**src/rtl/video_stream_mux_n.sv**
```systemverilog
// N-channel video stream selector: channel switches land only on frame boundaries, output registered (1-cycle latency).
// Optional frame statistics are enabled by defining VIDEO_MUX_FRAME_STATS_EN.
module video_stream_mux_n #(
   parameter int NUM_CH  = 4,
   parameter int SEL_W   = 2,
   parameter int PIX_W   = 24,
   parameter int CFG_W   = 8,
   parameter int CFG_RST = 10
) (
   input  logic                    clk,
   input  logic                    reset,
   input  logic                    start_frame,
   input  logic [SEL_W-1:0]        sel_req,
   input  logic [CFG_W-1:0]        cfg_in,
   output logic [CFG_W-1:0]        cfg_out,
   input  logic [NUM_CH*PIX_W-1:0] in_data,
   input  logic [NUM_CH-1:0]       in_valid,
   input  logic [NUM_CH-1:0]       in_sop,
   input  logic [NUM_CH-1:0]       in_eop,
   output logic [PIX_W-1:0]        out_data,
   output logic                    out_valid,
   output logic                    out_sop,
   output logic                    out_eop,
   output logic [SEL_W-1:0]        active_sel,
   output logic                    switch_pending,
   output logic                    sel_err,
   output logic                    frame_err,
   output logic [15:0]             frame_cnt,
   output logic [23:0]             last_frame_len
);

   typedef enum logic {WAIT_SOP, IN_FRAME} state_t;

   state_t           state, state_nxt;
   logic [SEL_W-1:0] pend_sel;
   logic             beat, beat_sop, beat_eop;
   logic [PIX_W-1:0] beat_data;
   logic             fwd, fwd_err, switch_now, sel_legal;

   assign switch_pending = (pend_sel != active_sel);
   assign sel_legal      = ({1'b0, sel_req} < (SEL_W+1)'(NUM_CH));

   always_comb begin
      beat      = 1'b0;
      beat_sop  = 1'b0;
      beat_eop  = 1'b0;
      beat_data = '0;
      for (int k = 0; k < NUM_CH; k++) begin
         if (active_sel == SEL_W'(k)) begin
            beat      = in_valid[k];
            beat_sop  = in_valid[k] & in_sop[k];
            beat_eop  = in_valid[k] & in_eop[k];
            beat_data = in_data[k*PIX_W +: PIX_W];
         end
      end
   end

   // A pending switch takes priority in WAIT_SOP and costs one idle cycle.
   always_comb begin
      state_nxt  = state;
      fwd        = 1'b0;
      fwd_err    = 1'b0;
      switch_now = 1'b0;
      case (state)
         WAIT_SOP: begin
            if (switch_pending) begin
               switch_now = 1'b1;
            end else if (beat_sop) begin
               fwd = 1'b1;
               if (!beat_eop) state_nxt = IN_FRAME;
            end
         end
         IN_FRAME: begin
            if (beat) begin
               fwd     = 1'b1;
               fwd_err = beat_sop;
               if (beat_eop) state_nxt = WAIT_SOP;
            end
         end
         default: state_nxt = WAIT_SOP;
      endcase
   end

   always_ff @(posedge clk) begin
      if (reset) state <= WAIT_SOP;
      else       state <= state_nxt;
   end

   always_ff @(posedge clk) begin
      if (reset) begin
         active_sel <= '0;
         pend_sel   <= '0;
         cfg_out    <= CFG_W'(CFG_RST);
         out_data   <= '0;
         out_valid  <= 1'b0;
         out_sop    <= 1'b0;
         out_eop    <= 1'b0;
         sel_err    <= 1'b0;
         frame_err  <= 1'b0;
      end else begin
         out_valid <= fwd;
         out_sop   <= fwd & beat_sop;
         out_eop   <= fwd & beat_eop;
         frame_err <= fwd_err;
         if (fwd) out_data <= beat_data;
         if (switch_now) active_sel <= pend_sel;
         sel_err <= 1'b0;
         if (start_frame) begin
            cfg_out <= cfg_in;
            if (sel_legal) pend_sel <= sel_req;
            else           sel_err  <= 1'b1;
         end
      end
   end

`ifdef VIDEO_MUX_FRAME_STATS_EN
   logic [15:0] frame_cnt_q;
   logic [23:0] beat_cnt, beat_cnt_nxt, len_q;

   // Beat count includes the sop and eop beats and saturates rather than wrapping.
   always_comb begin
      beat_cnt_nxt = beat_cnt;
      if (fwd) begin
         if (beat_sop)                     beat_cnt_nxt = 24'd1;
         else if (beat_cnt != 24'hFFFFFF)  beat_cnt_nxt = beat_cnt + 24'd1;
      end
   end

   always_ff @(posedge clk) begin
      if (reset) begin
         frame_cnt_q <= '0;
         beat_cnt    <= '0;
         len_q       <= '0;
      end else begin
         beat_cnt <= beat_cnt_nxt;
         if (fwd && beat_eop) begin
            frame_cnt_q <= frame_cnt_q + 16'd1;
            len_q       <= beat_cnt_nxt;
         end
      end
   end

   assign frame_cnt      = frame_cnt_q;
   assign last_frame_len = len_q;
`else
   assign frame_cnt      = '0;
   assign last_frame_len = '0;
`endif

endmodule

```
**config.mk**
```make
export PLATFORM = sky130hd
export DESIGN_NAME = video_stream_mux_n
export DESIGN_NICKNAME = d
export VERILOG_FILES = /design/src/rtl/video_stream_mux_n.sv
export SDC_FILE = /design/constraint.sdc
export NUM_CORES = 1
export LEC_CHECK = 0
export BUFFER_PORTS_ARGS = -buffer_cell sky130_fd_sc_hd__buf_2
export CORE_MARGIN = 3
export CORE_UTILIZATION = 44
export DETAILED_ROUTE_END_ITERATION = 12
export HOLD_SLACK_MARGIN = 0.15
export PLACE_DENSITY = 0.95
export SLEW_MARGIN = 20
export SYNTH_ARGS = -nofsm -noshare
export SYNTH_HDL_FRONTEND = slang
export SYNTH_SLANG_ARGS = --single-unit
```
**constraint.sdc**
```tcl
create_clock -name clk -period 3.25 [get_ports clk]
set_clock_uncertainty 0.15 [all_clocks]
set_input_delay 0.65 -clock clk [delete_from_list [all_inputs] [get_ports clk]]
set_output_delay 0.65 -clock clk [all_outputs]
set_load 0.005 [all_outputs]
```
Word-level counts from Yosys, hierarchy flattened. Index checks and enable logic that the tools add are counted.

Register bits after elaboration: 41. Word-level logic and storage cells: 54. Bits in writable memories: 0. Bits in latches: 0. Output and inout port bits: 80. Bits in read-only memories: 0. Memories: 0. Input port bits: 121.

Reduce and logical (&&, ||, !) cells: 2. Shift-type cells: 0. Div/mod/pow operators: 0. $lt $le $gt $ge: 0. Equality and inequality tests: 4. Add/sub/neg operators: 0. Bitwise logic cells: 12. Mux-type cells: 27. $mul: 0.

Operators with widths (number): $mux W24 (4); $mux W1 (21); $and A1 B1 Y1 (10); $eq A2 B2 Y1 const B (2); $pmux W1 S2 (2); $reduce_or A3 Y1 (1); $eq A2 B1 Y1 const B (1); $logic_not A2 Y1 (1); $ne A2 B2 Y1 (1); $not A1 Y1 (2).

Longest topological paths before layout. Gate-level depths: netlist (run 1).

Depth in word-level cells: 9. Depth in mapped cells: 7. Depth with buffers taken out: 5.

Worst setup path after synthesis (run 1). OpenSTA, ideal clock, no wires.

Kind: input port to flip-flop. From: in in_valid[0]. To: reg out_data[11]. Stages on the path: 6. Library setup time: 0.124 ns. Arrival: 1.674 ns. Data required time: 2.976 ns. Path buffers: 1. Path slack: 1.302 ns. Cell sequence: nand2_1 -> o31a_1 -> a211o_2 -> buf_2 -> nand3_1 -> a21oi_2.

Cells in the longest elaborated chain, start to end: 8. Elaborated cells between the ends (all ways): 13. Classes of those cells: mux: 12; bitwise: 1.

RTL lines: from (decl) (RTL line 17) `input logic [NUM_CH-1:0] in_valid,`; $and A1 B1 Y1 (RTL line 51) `beat_sop = in_valid[k] & in_sop[k];`; $mux W1 (4 in series) (RTL line 49) `if (active_sel == SEL_W'(k)) begin`; $mux W1 (RTL line 68) `end else if (beat_sop) begin`; $mux W1 (RTL line 66) `if (switch_pending) begin`; $pmux W1 S2 * (RTL line 64) `case (state)`; to (signal assigned) (RTL line 105) `if (fwd) out_data <= beat_data;`; to (decl) (RTL line 20) `output logic [PIX_W-1:0] out_data,`.

Mark *: on every way between the ends. The rest lies on a longest branch, timed or not. A chain may end at the register's enable or synchronous reset.

Worst setup path in the final report (run 1).
From: reg active_sel[1]. To: out switch_pending.

Cells in the longest elaborated chain, start to end: 1.

RTL lines: from (decl) (RTL line 24) `output logic [SEL_W-1:0] active_sel,`; from (signal assigned) (RTL line 106) `if (switch_now) active_sel <= pend_sel;`; $ne A2 B2 Y1 (RTL line 40) `assign switch_pending = (pend_sel != active_sel);`; to (decl) (RTL line 25) `output logic switch_pending,`.

Every way passes these cells.

==> results.md, run 1 <==
* EDFF count, synth at 0
* Skew-Pair Late Insertion Delay at ~0.28 ns
* Critical path data required time at between 2 and 2.5 ns
* Die X at roughly 85 um
* Hpwl dp at roughly 6000 um
* Initial DRC Count at 95
* Post-Syn Area at 2710 um^2
* Post-DRT Antenna Nets at 0
* Final #Nets at 526
* Syn-to-layout area delta at 25.1%
* Floorplan Core Area at ~5700 um^2
* Mean Syn Cell Area at around 11 um^2
* Total congestion overflow at 0
* CP arrival at ~1.8 ns
* P_leak at around 1.6 nW
* R2R cell count at 6
* CP Cell Sequence: buf_4, xnor2_1, nand2_1, buf_2
* H-tree Lvls at 2
* Vias in the first global route at 2535
* Chip Height at between 80 and 90 um
* Total number of vias at between 2000 and 2500
* N_diodes at 0
* Commonest non-fill, non-tap cell in the layout: buf_2
* Max FO, Critical Path at 25
* Max incr delay on CP at a little under 0.6 ns
* Pins Over Slew Limit at 0
* Synth unique cells at 37
* Global-route wire length before repair at around 12000 um
* FFs w/ async S/R, synth at 0
* Drt wl/cell at ~16 um
* 1st-pass router iterations at 4
* Power per cell area at between 300 and 400 nW/um^2
* Fill count at ~500
* Clock slew at reported path FFs at around 0.080 ns
* Run status: completed
* CTS Sinks at 41
* Top_reg_cell synth: dfxtp_1
* Worst hold path type: register to register
* Max-slew headroom at 0.370
* Routability Congestion at roughly 0.9
* Hold Crit Start: out_data[19]
* Clock Tree Root: clkbuf_8
* Register bit total from synthesis at 41
* Routed vias/inst at around 5.1
* Synth area leader: dfxtp_1
* Maxcap violations at 0
* Hold Crit Endpoint: out_data[19]
* Layout cells sized above 1 at 0.547
* Sequential area share after synthesis at 0.303
* Largest net degree at the start of global routing at 42
* Quantity of gates resized following cts at 0
* CTS tree: built
* Fin crit share at 0.789
* Total number of yosys warnings at 0
* Fmax achieved at a little under 400 MHz
* Setup TNS at 0 ns
* # IOs at roughly 200
* Final hold viol count at 0
* Slowest cell on crit path: dfxtp_1
* I/O Buffers at approximately 160
* Final wirelength at roughly 7600 um
* Die footprint at between 7000 and 8000 um^2
* Setup bufs post-CTS at 0
* WHS Path Cells at 2
* CTS Buf Count at 5
* Worst Tran Pin Value at 0.945 ns
* Antenna violations before repair at 0
* Unrepaired setup endpoints after global routing: false
* Initial Util at 0.472
* Final instance area at around 3400 um^2
* CTS Hold Bufs at 0
* Synth area leaders: dfxtp_1 (30%), mux4_2 (19%), buf_4 (12%)
* Overall routing resource usage at 0.205
* Critical path launch point type: register
* Crit Path Class: register to output pin
* Mapped Cells at 258
* Most frequent cells in the layout: buf_2 (159), conb_1 (41), dfxtp_1 (40)
* Cell Rows at 27
* Synth top area share at 0.303
* Crit path capture type: output pin
* Placed cell areas at between 3000 and 4000 um^2
* Worst r2r dst: out_data[14]
* R2r setup slk at a little under 0.9 ns
* Final min period at ~2.6 ns
* R2r startpoint: active_sel[1]
* Worst vdd ir at roughly 0.27 mV
* Setup violations, final at 0
* Clock buffer depth at 2
* Drt drc at 0
-- how the worst max path moves through the flow --
stage                   from        endpoint  slack [ns]  cells after the start
2_1_floorplan    in_valid[0]    out_data[11]        1.30                      6
3_3_place_gp   active_sel[1]    out_data[14]        0.92                      6
3_5_place_dp   active_sel[1]    out_data[14]        0.88                      6
4_1_cts        active_sel[1]  switch_pending        0.66                      4
5_1_grt        active_sel[1]  switch_pending        0.53                      4
6_report       active_sel[1]  switch_pending        0.69                      4
-- report_power, final --
group	leakage (nW)	switching (mW)	internal (mW)
clock	0.0574	0.180	0.250
combinational	1.17	0.149	0.163
sequential	0.336	0.0255	0.537
-- kinds of logic after synthesis --
| kind of cell | count (synthesis) | synth area share |
|---|---|---|
| muxes | 36 | 0.245 |
| xor gates and xnor gates | 2 | 0.00646 |
| other | 1 | 0.00138 |
| buffers and inverters | 64 | 0.190 |
| DFF | 41 | 0.303 |
| and+or+nand+nor | 54 | 0.0969 |
| AOI/OAI and AO/OA | 60 | 0.158 |
-- critical path, delay by kind of cell (launching register included) --
family | cells | cell delay, ns
buf+inv | 2 | 0.58
flops | 1 | 0.58
xor+xnor | 1 | 0.16
simple gates | 1 | 0.15
-- cell type report --
type	instances	area (um^2)	share of cell area
clock buffer	6	82.6	0.0243
tap	72	90.1	0.0265
multi-input combinational	193	1530	0.450
sequential	41	822	0.242
timing repair buffer	164	833	0.246
clock inverter	2	37.5	0.0111
-- flip-flops by register name, indices dropped and copies added (netlist names) --
| name | count |
|---|---|
| active_sel | 2 |
| pend_sel | 2 |
| state | 1 |
| out_eop | 1 |
| frame_err | 1 |
| out_sop | 1 |
| out_valid | 1 |
| out_data | 24 |
| cfg_out | 8 |
-- synth_stat cells, drive strengths merged, types with 2 or more instances --
| cell type | number |
|---|---|
| nand2 | 5 |
| a21oi | 25 |
| o21ai | 26 |
| xnor2 | 2 |
| nor3b | 2 |
| mux4 | 24 |
| nor2 | 13 |
| clkbuf | 7 |
| buf | 56 |
| nor2b | 2 |
| dfxtp | 41 |
| mux2i | 11 |
| nor3 | 2 |
| o211ai | 2 |
| a211o | 3 |
| nand3 | 27 |
-- layer usage --
metal	vias to the layer above	global-route usage	part of all wire
met5	-	0	0
met4	0	0.0676	0.022
met3	14	0.0451	0.087
met2	129	0.377	0.53
met1	1133	0.232	0.36
li1	1154	-	-
-- metrics by stage --
stage	power, mW	util	hold slack (ns)	cells	setup slack (ns)
CTS	1.32	0.591	0.317	478	0.663
floorplan	0.802	-	0.308	298	1.30
detailed placement	0.888	0.570	0.307	470	0.884
finish	1.30	0.591	0.315	478	0.686
global placement	0.875	0.570	0.300	470	0.924
global route	1.37	0.591	0.342	478	0.535
Power figures use the tool's default switching activity.
==> run 2, diff against run 1 <==
Settings changed: CORE_UTILIZATION 44 to 41, PLACE_DENSITY 0.95 to 0.92.
Clock period 3.25 ns to 2.5 ns, I/O delays scaled along.
==> run 2 against run 1 <==
Sequential cell count did not move. Register-to-register slack got worse by 0.56 ns. First-iteration DRC count fell by 40%. Global-route usage fell by 1.9 points. Critical endpoint is now out_data[5].
==> results.md, run 2 (synthesis gave the netlist of run 1 again) <==
* Initial DRC Count at 57 (-40%)
* Unrepaired setup endpoints after global routing: false
* CTS Hold Bufs at 0 (unchanged)
* Total number of vias at 2475 (+1.9%)
* # IOs at 201 (unchanged)
* Total congestion overflow at 0 (unchanged)
* Fin crit share at 0.867
* Final #Nets at 527 (+0.19%)
* Slowest cell on crit path: o211a_1
* Worst vdd ir at 0.326 mV (+20%)
* H-tree Lvls at 2 (unchanged)
* Setup violations, final at 0 (unchanged)
* Max FFs per register at 24 (unchanged)
* Run status: completed
* Clock buffer depth at 2 (unchanged)
* Worst Tran Pin Value at 0.977 ns (+0.0316 ns)
* Final wirelength at 7480 um (-0.90%)
* CTS tree: built
* 1st-pass router iterations at 4 (unchanged)
* Placed cell areas at 3290 um^2 (+0.46%)
* Largest registers: out_data x24, cfg_out x8
* Post-DRT Antenna Nets at 0 (unchanged)
* Power per cell area at 521 nW/um^2 (+36%)
* Vias in the first global route at 2400 (-5.3%)
* Max incr delay on CP at 0.53 ns (-0.05 ns)
* Crit path capture type: register
* Clock Tree Root: clkbuf_8
* CTS Buf Count at 5 (unchanged)
* Drt drc at 0 (unchanged)
* Die X at 87.3 um (+3.3%)
* Skew-Pair Late Insertion Delay at 0.29 ns (about the same)
* Die footprint at 7630 um^2 (+6.8%)
* Hpwl dp at 5810 um (-3.8%)
* Worst hold path type: input pin to register
* Initial Util at 0.425 (-0.0476)
* Antenna violations before repair at 0 (unchanged)
* Maxcap violations at 0 (unchanged)
* Largest net degree at the start of global routing at 42 (unchanged)
* Cell Rows at 29 (+7.4%)
* Layout cells sized above 1 at 0.550 (+0.00357)
* Quantity of gates resized following cts at 0 (unchanged)
* Routed vias/inst at 5.11 (+0.59%)
* P_leak at 1.58 nW (+1.1%)
* Routability Congestion at 0.769 (-14%)
* Max-slew headroom at 0.349 (-0.0211)
* Final min period at approximately 2.2 ns
* CP arrival at 2.16 ns (+0.40 ns)
* Floorplan Core Area at 6390 um^2 (+11%)
* Final instance area at 3430 um^2 (+0.96%)
* N_diodes at 0 (unchanged)
* CTS Sinks at 41 (unchanged)
* Largest register by flop count: out_data
* Crit Path Class: register to register
* Setup bufs post-CTS at 0 (unchanged)
* Syn-to-layout area delta at 26.3%
* Setup TNS at 0 ns (unchanged)
* Pins Over Slew Limit at 0 (unchanged)
* Global-route wire length before repair at 11300 um (-5.0%)
* Final hold viol count at 0 (unchanged)
* Critical path data required time at 2.49 ns (+0.04 ns)
* CP Cell Sequence: mux2_2, o211a_1, o21ai_1, a21oi_2
* I/O Buffers at 159 (unchanged)
* Fmax achieved at between 400 and 500 MHz
* Chip Height at 87.3 um (+3.3%)
* Critical path launch point type: register
* Most frequent cells in the layout: buf_2 (159), conb_1 (41), dfxtp_1 (39)
* Max FO, Critical Path at 25 (unchanged)
* Clock slew at reported path FFs at 0.09 ns (about the same)
* Drt wl/cell at 15.5 um (-2.1%)
* Overall routing resource usage at 0.186 (-0.0189)
* Commonest non-fill, non-tap cell in the layout: buf_2
run 2: cell count changes in the layout (fill, tap and decap cells not counted), sizes merged:
| cell | before | now |
|---|---|---|
| bufinv | 1 | 2 |
| buf | 164 | 165 |
| inv | 0 | 1 |
| clkinvlp | 1 | 0 |
| clkbuf | 6 | 5 |
run 2: path summary, 6_finish.rpt:
path	cells past startpoint	to	startpoint	slack [ns]
setup / recovery	4	out_data[5]	active_sel[1]	0.33
hold / removal	2	cfg_out[1]	cfg_in[1]	0.26
setup reg to reg	4	out_data[5]	active_sel[1]	0.33
hold reg to reg	2	out_data[19]	out_data[19]	0.32
run 2: power breakdown:
part	internal (mW)	leakage, nW	switching [mW]
logic	0.212	1.17	0.197
registers	0.699	0.336	0.0291
clock network	0.402	0.0687	0.246
run 2: layer usage:
layer	vias to the layer above	GRT usage	routed length, um
li1	1161	-	-
met1	1205	0.222	2770
met2	105	0.338	4120
met3	4	0.0350	552
met4	0	0.0488	40
met5	-	0	0
run 2: stage by stage:
step                power (mW)  std cells  utilization  setup WS, ns  hold WS [ns]
global placement          1.14        476        0.515         0.402         0.300
detailed placement        1.15        476        0.515         0.342         0.307
finish                    1.79        484        0.536         0.332         0.261
floorplan                 1.04        298            -         0.659         0.308
CTS                       1.81        484        0.536         0.325         0.253
global route              1.88        484        0.536         0.150         0.249
run 2: cell type report:
class / instances / area (um^2)
fillers: 596 / 2960
flip-flops and latches: 41 / 823
well taps: 77 / 96.3
repair buffers: 165 / 841
clock buffers: 5 / 68.8
multi-input cells: 193 / 1530
clock inverters: 3 / 68.8
run 2: critical path: cells and delay by family, from the launching register on:
kind	cells	cell delay, ns
flops	1	0.51
mux	1	0.40
compound gates	3	0.95
==> run 3, diff against run 2 <==
Settings changed: CELL_PAD_IN_SITES_DETAIL_PLACEMENT from default to 1, CELL_PAD_IN_SITES_GLOBAL_PLACEMENT from default to 1, CORE_UTILIZATION 41 to 29, PLACE_DENSITY 0.92 to 0.93.
==> run 3 against run 2 <==
Combinational power rose by 2%. Wire length rose by 17%. Utilization is 15 points lower. Total power is 6.6% lower. Non-clock buffer count is the same. Sequential share of layout area about the same. Critical path type unchanged.
==> results.md, run 3 (synthesis gave the netlist of run 1 again) <==
* Final #Nets at 527 (unchanged)
* Worst vdd ir at 0.194 mV (-40%)
* Overall routing resource usage at 0.155 (-0.0305)
* Worst hold path type: input pin to register
* Initial DRC Count at 64 (+12%)
* Commonest non-fill, non-tap cell in the layout: buf_2
* Clock share of power at 0.312 (-0.051)
* CP arrival at 2.13 ns (-0.03 ns)
* Max FO, Critical Path at 25 (unchanged)
* # IOs at 201 (unchanged)
* Largest delay share family, worst path: compound AO/OA/AOI/OAI gates
* Routed vias/inst at 4.85 (-5.2%)
* N_diodes at 0 (unchanged)
* Critical path data required time at 2.48 ns (about the same)
* Max incr delay on CP at 0.54 ns (about the same)
* Total number of vias at 2491 (+0.65%)
* Gate power share at 0.251 (+0.022)
* Critical path launch point type: register
* Largest registers: out_data x24, cfg_out x8
* Vias in the first global route at 2643 (+10%)
* Clock Tree Root: clkbuf_8
* Skew-Pair Late Insertion Delay at 0.29 ns (about the same)
* Multi-input logic area at 1530 um^2 (unchanged)
* Setup violations, final at 0 (unchanged)
* Total congestion overflow at 0 (unchanged)
* Drt drc at 0 (unchanged)
* Place WS at 0.312 ns (-0.0293 ns)
* P_leak at 1.56 nW (-0.94%)
* Max-slew headroom at 0.342 (-0.00714)
* Global-route wire length before repair at 12800 um (+13%)
* Maxcap violations at 0 (unchanged)
* Unrepaired setup endpoints after global routing: false
* CTS tree: built
* Setup TNS at 0 ns (unchanged)
* CTS Sinks at 41 (unchanged)
* Slowest cell on crit path: o211a_1
* Layout cells sized above 1 at 0.549 (-0.00111)
* Hpwl dp at 7030 um (+21%)
* CTS Hold Bufs at 0 (unchanged)
* Die footprint at 10600 um^2 (+38%)
* Largest register by flop count: out_data
* Clock slew at reported path FFs at 0.08 ns (about the same)
* Fill count at 1079 (+81%)
* Syn-to-layout area delta at 26.5%
* Run status: completed
* Cell Rows at 34 (+17%)
* Die X at 103 um (+18%)
* Max FFs per register at 24 (unchanged)
* Largest net degree at the start of global routing at 42 (unchanged)
* H-tree Lvls at 2 (unchanged)
* Most frequent cells in the layout: buf_2 (159), conb_1 (41), dfxtp_1 (39)
* Sequential share of power at 0.437 (+0.029)
* I/O Buffers at 159 (unchanged)
* Drt wl/cell at 17.0 um (+10%)
* Final hold viol count at 0 (unchanged)
* P_sw at 0.466 mW (-1.5%)
* P_int at 1.20 mW (-8.5%)
* 1st-pass router iterations at 4 (unchanged)
* Post-DRT Antenna Nets at 0 (unchanged)
* Initial Util at 0.305 (-0.120)
* Fin crit share at 0.859 (-0.00795)
* Floorplan Core Area at 8890 um^2 (+39%)
* Sw frac at 0.279 (+0.0145)
* Final min period at 2.15 ns (-0.0199 ns)
* Power per cell area at 486 nW/um^2 (-6.8%)
* Worst Tran Pin Value at 0.987 ns (+0.0107 ns)
* Final wirelength at 8760 um (+17%)
* CP Cell Sequence: mux2_2, o211a_1, o21ai_0, a21oi_1
* Pins Over Slew Limit at 0 (unchanged)
* Crit path capture type: register
* Setup bufs post-CTS at 0 (unchanged)
* Power Total at 1.67 mW (-6.6%)
* CP bufs+invs at 0 (unchanged)
* Chip Height at 103 um (+18%)
* Quantity of gates resized following cts at 0 (unchanged)
* Register area at 823 um^2 (unchanged)
* Clock buffer depth at 2 (unchanged)
* Post-layout util at 0.386 (-0.151)
* Fmax achieved at 466 MHz (+0.93%)
* Crit Path Class: register to register
* Setup WS post-layout at 0.352 ns (+0.0199 ns)
* CTS Buf Count at 5 (unchanged)
* Routability Congestion at 0.714 (-7.2%)
* Antenna violations before repair at 0 (unchanged)
[run 3: worst register-to-register path: cells and delay by family (launching register included)]
kind	cells	cell delay, ns
DFF	1	0.49
AOI/OAI and AO/OA	3	0.95
muxes	1	0.40
[run 3: stage by stage]
stage                     instance area (um^2)  std cells  hold WS, ns
after floorplan                           2860        298        0.308
after global placement                    3330        507        0.299
after detailed placement                  3330        507        0.314
after CTS                                 3430        514        0.274
after global routing                      3430        514        0.268
final                                     3430        514        0.281
[run 3: worst paths after layout]
kind / end / start / cells past startpoint / slack [ns]
setup / recovery: out_data[22] / active_sel[1] / 4 / 0.35
hold / removal: cfg_out[3] / cfg_in[3] / 2 / 0.28
setup reg to reg: out_data[22] / active_sel[1] / 4 / 0.35
hold reg to reg: out_data[6] / out_data[6] / 2 / 0.32
[run 3: per-layer routing]
metal,GRT usage,part of all wire,vias up
met1,0.159,0.37,1213
met4,0.0505,0.020,0
met5,0,0,-
li1,-,-,1154
met3,0.0277,0.069,14
met2,0.313,0.54,110
[run 3: power groups by stage]
stage / clock network [mW] / registers (mW) / logic [mW]
after CTS: 0.543 / 0.730 / 0.421
after detailed placement: 0 / 0.745 / 0.420
after floorplan: 0 / 0.739 / 0.304
after global routing: 0.574 / 0.737 / 0.461
final: 0.520 / 0.729 / 0.418
after global placement: 0 / 0.741 / 0.400
[run 3: cell type report]
cell class / instances / share of cell area
Clock inverter: 2 / 0.0102
Clock buffer: 5 / 0.0201
Multi-Input combinational cell: 193 / 0.445
Sequential cell: 41 / 0.240
Tap cell: 108 / 0.0394
Timing Repair Buffer: 165 / 0.245
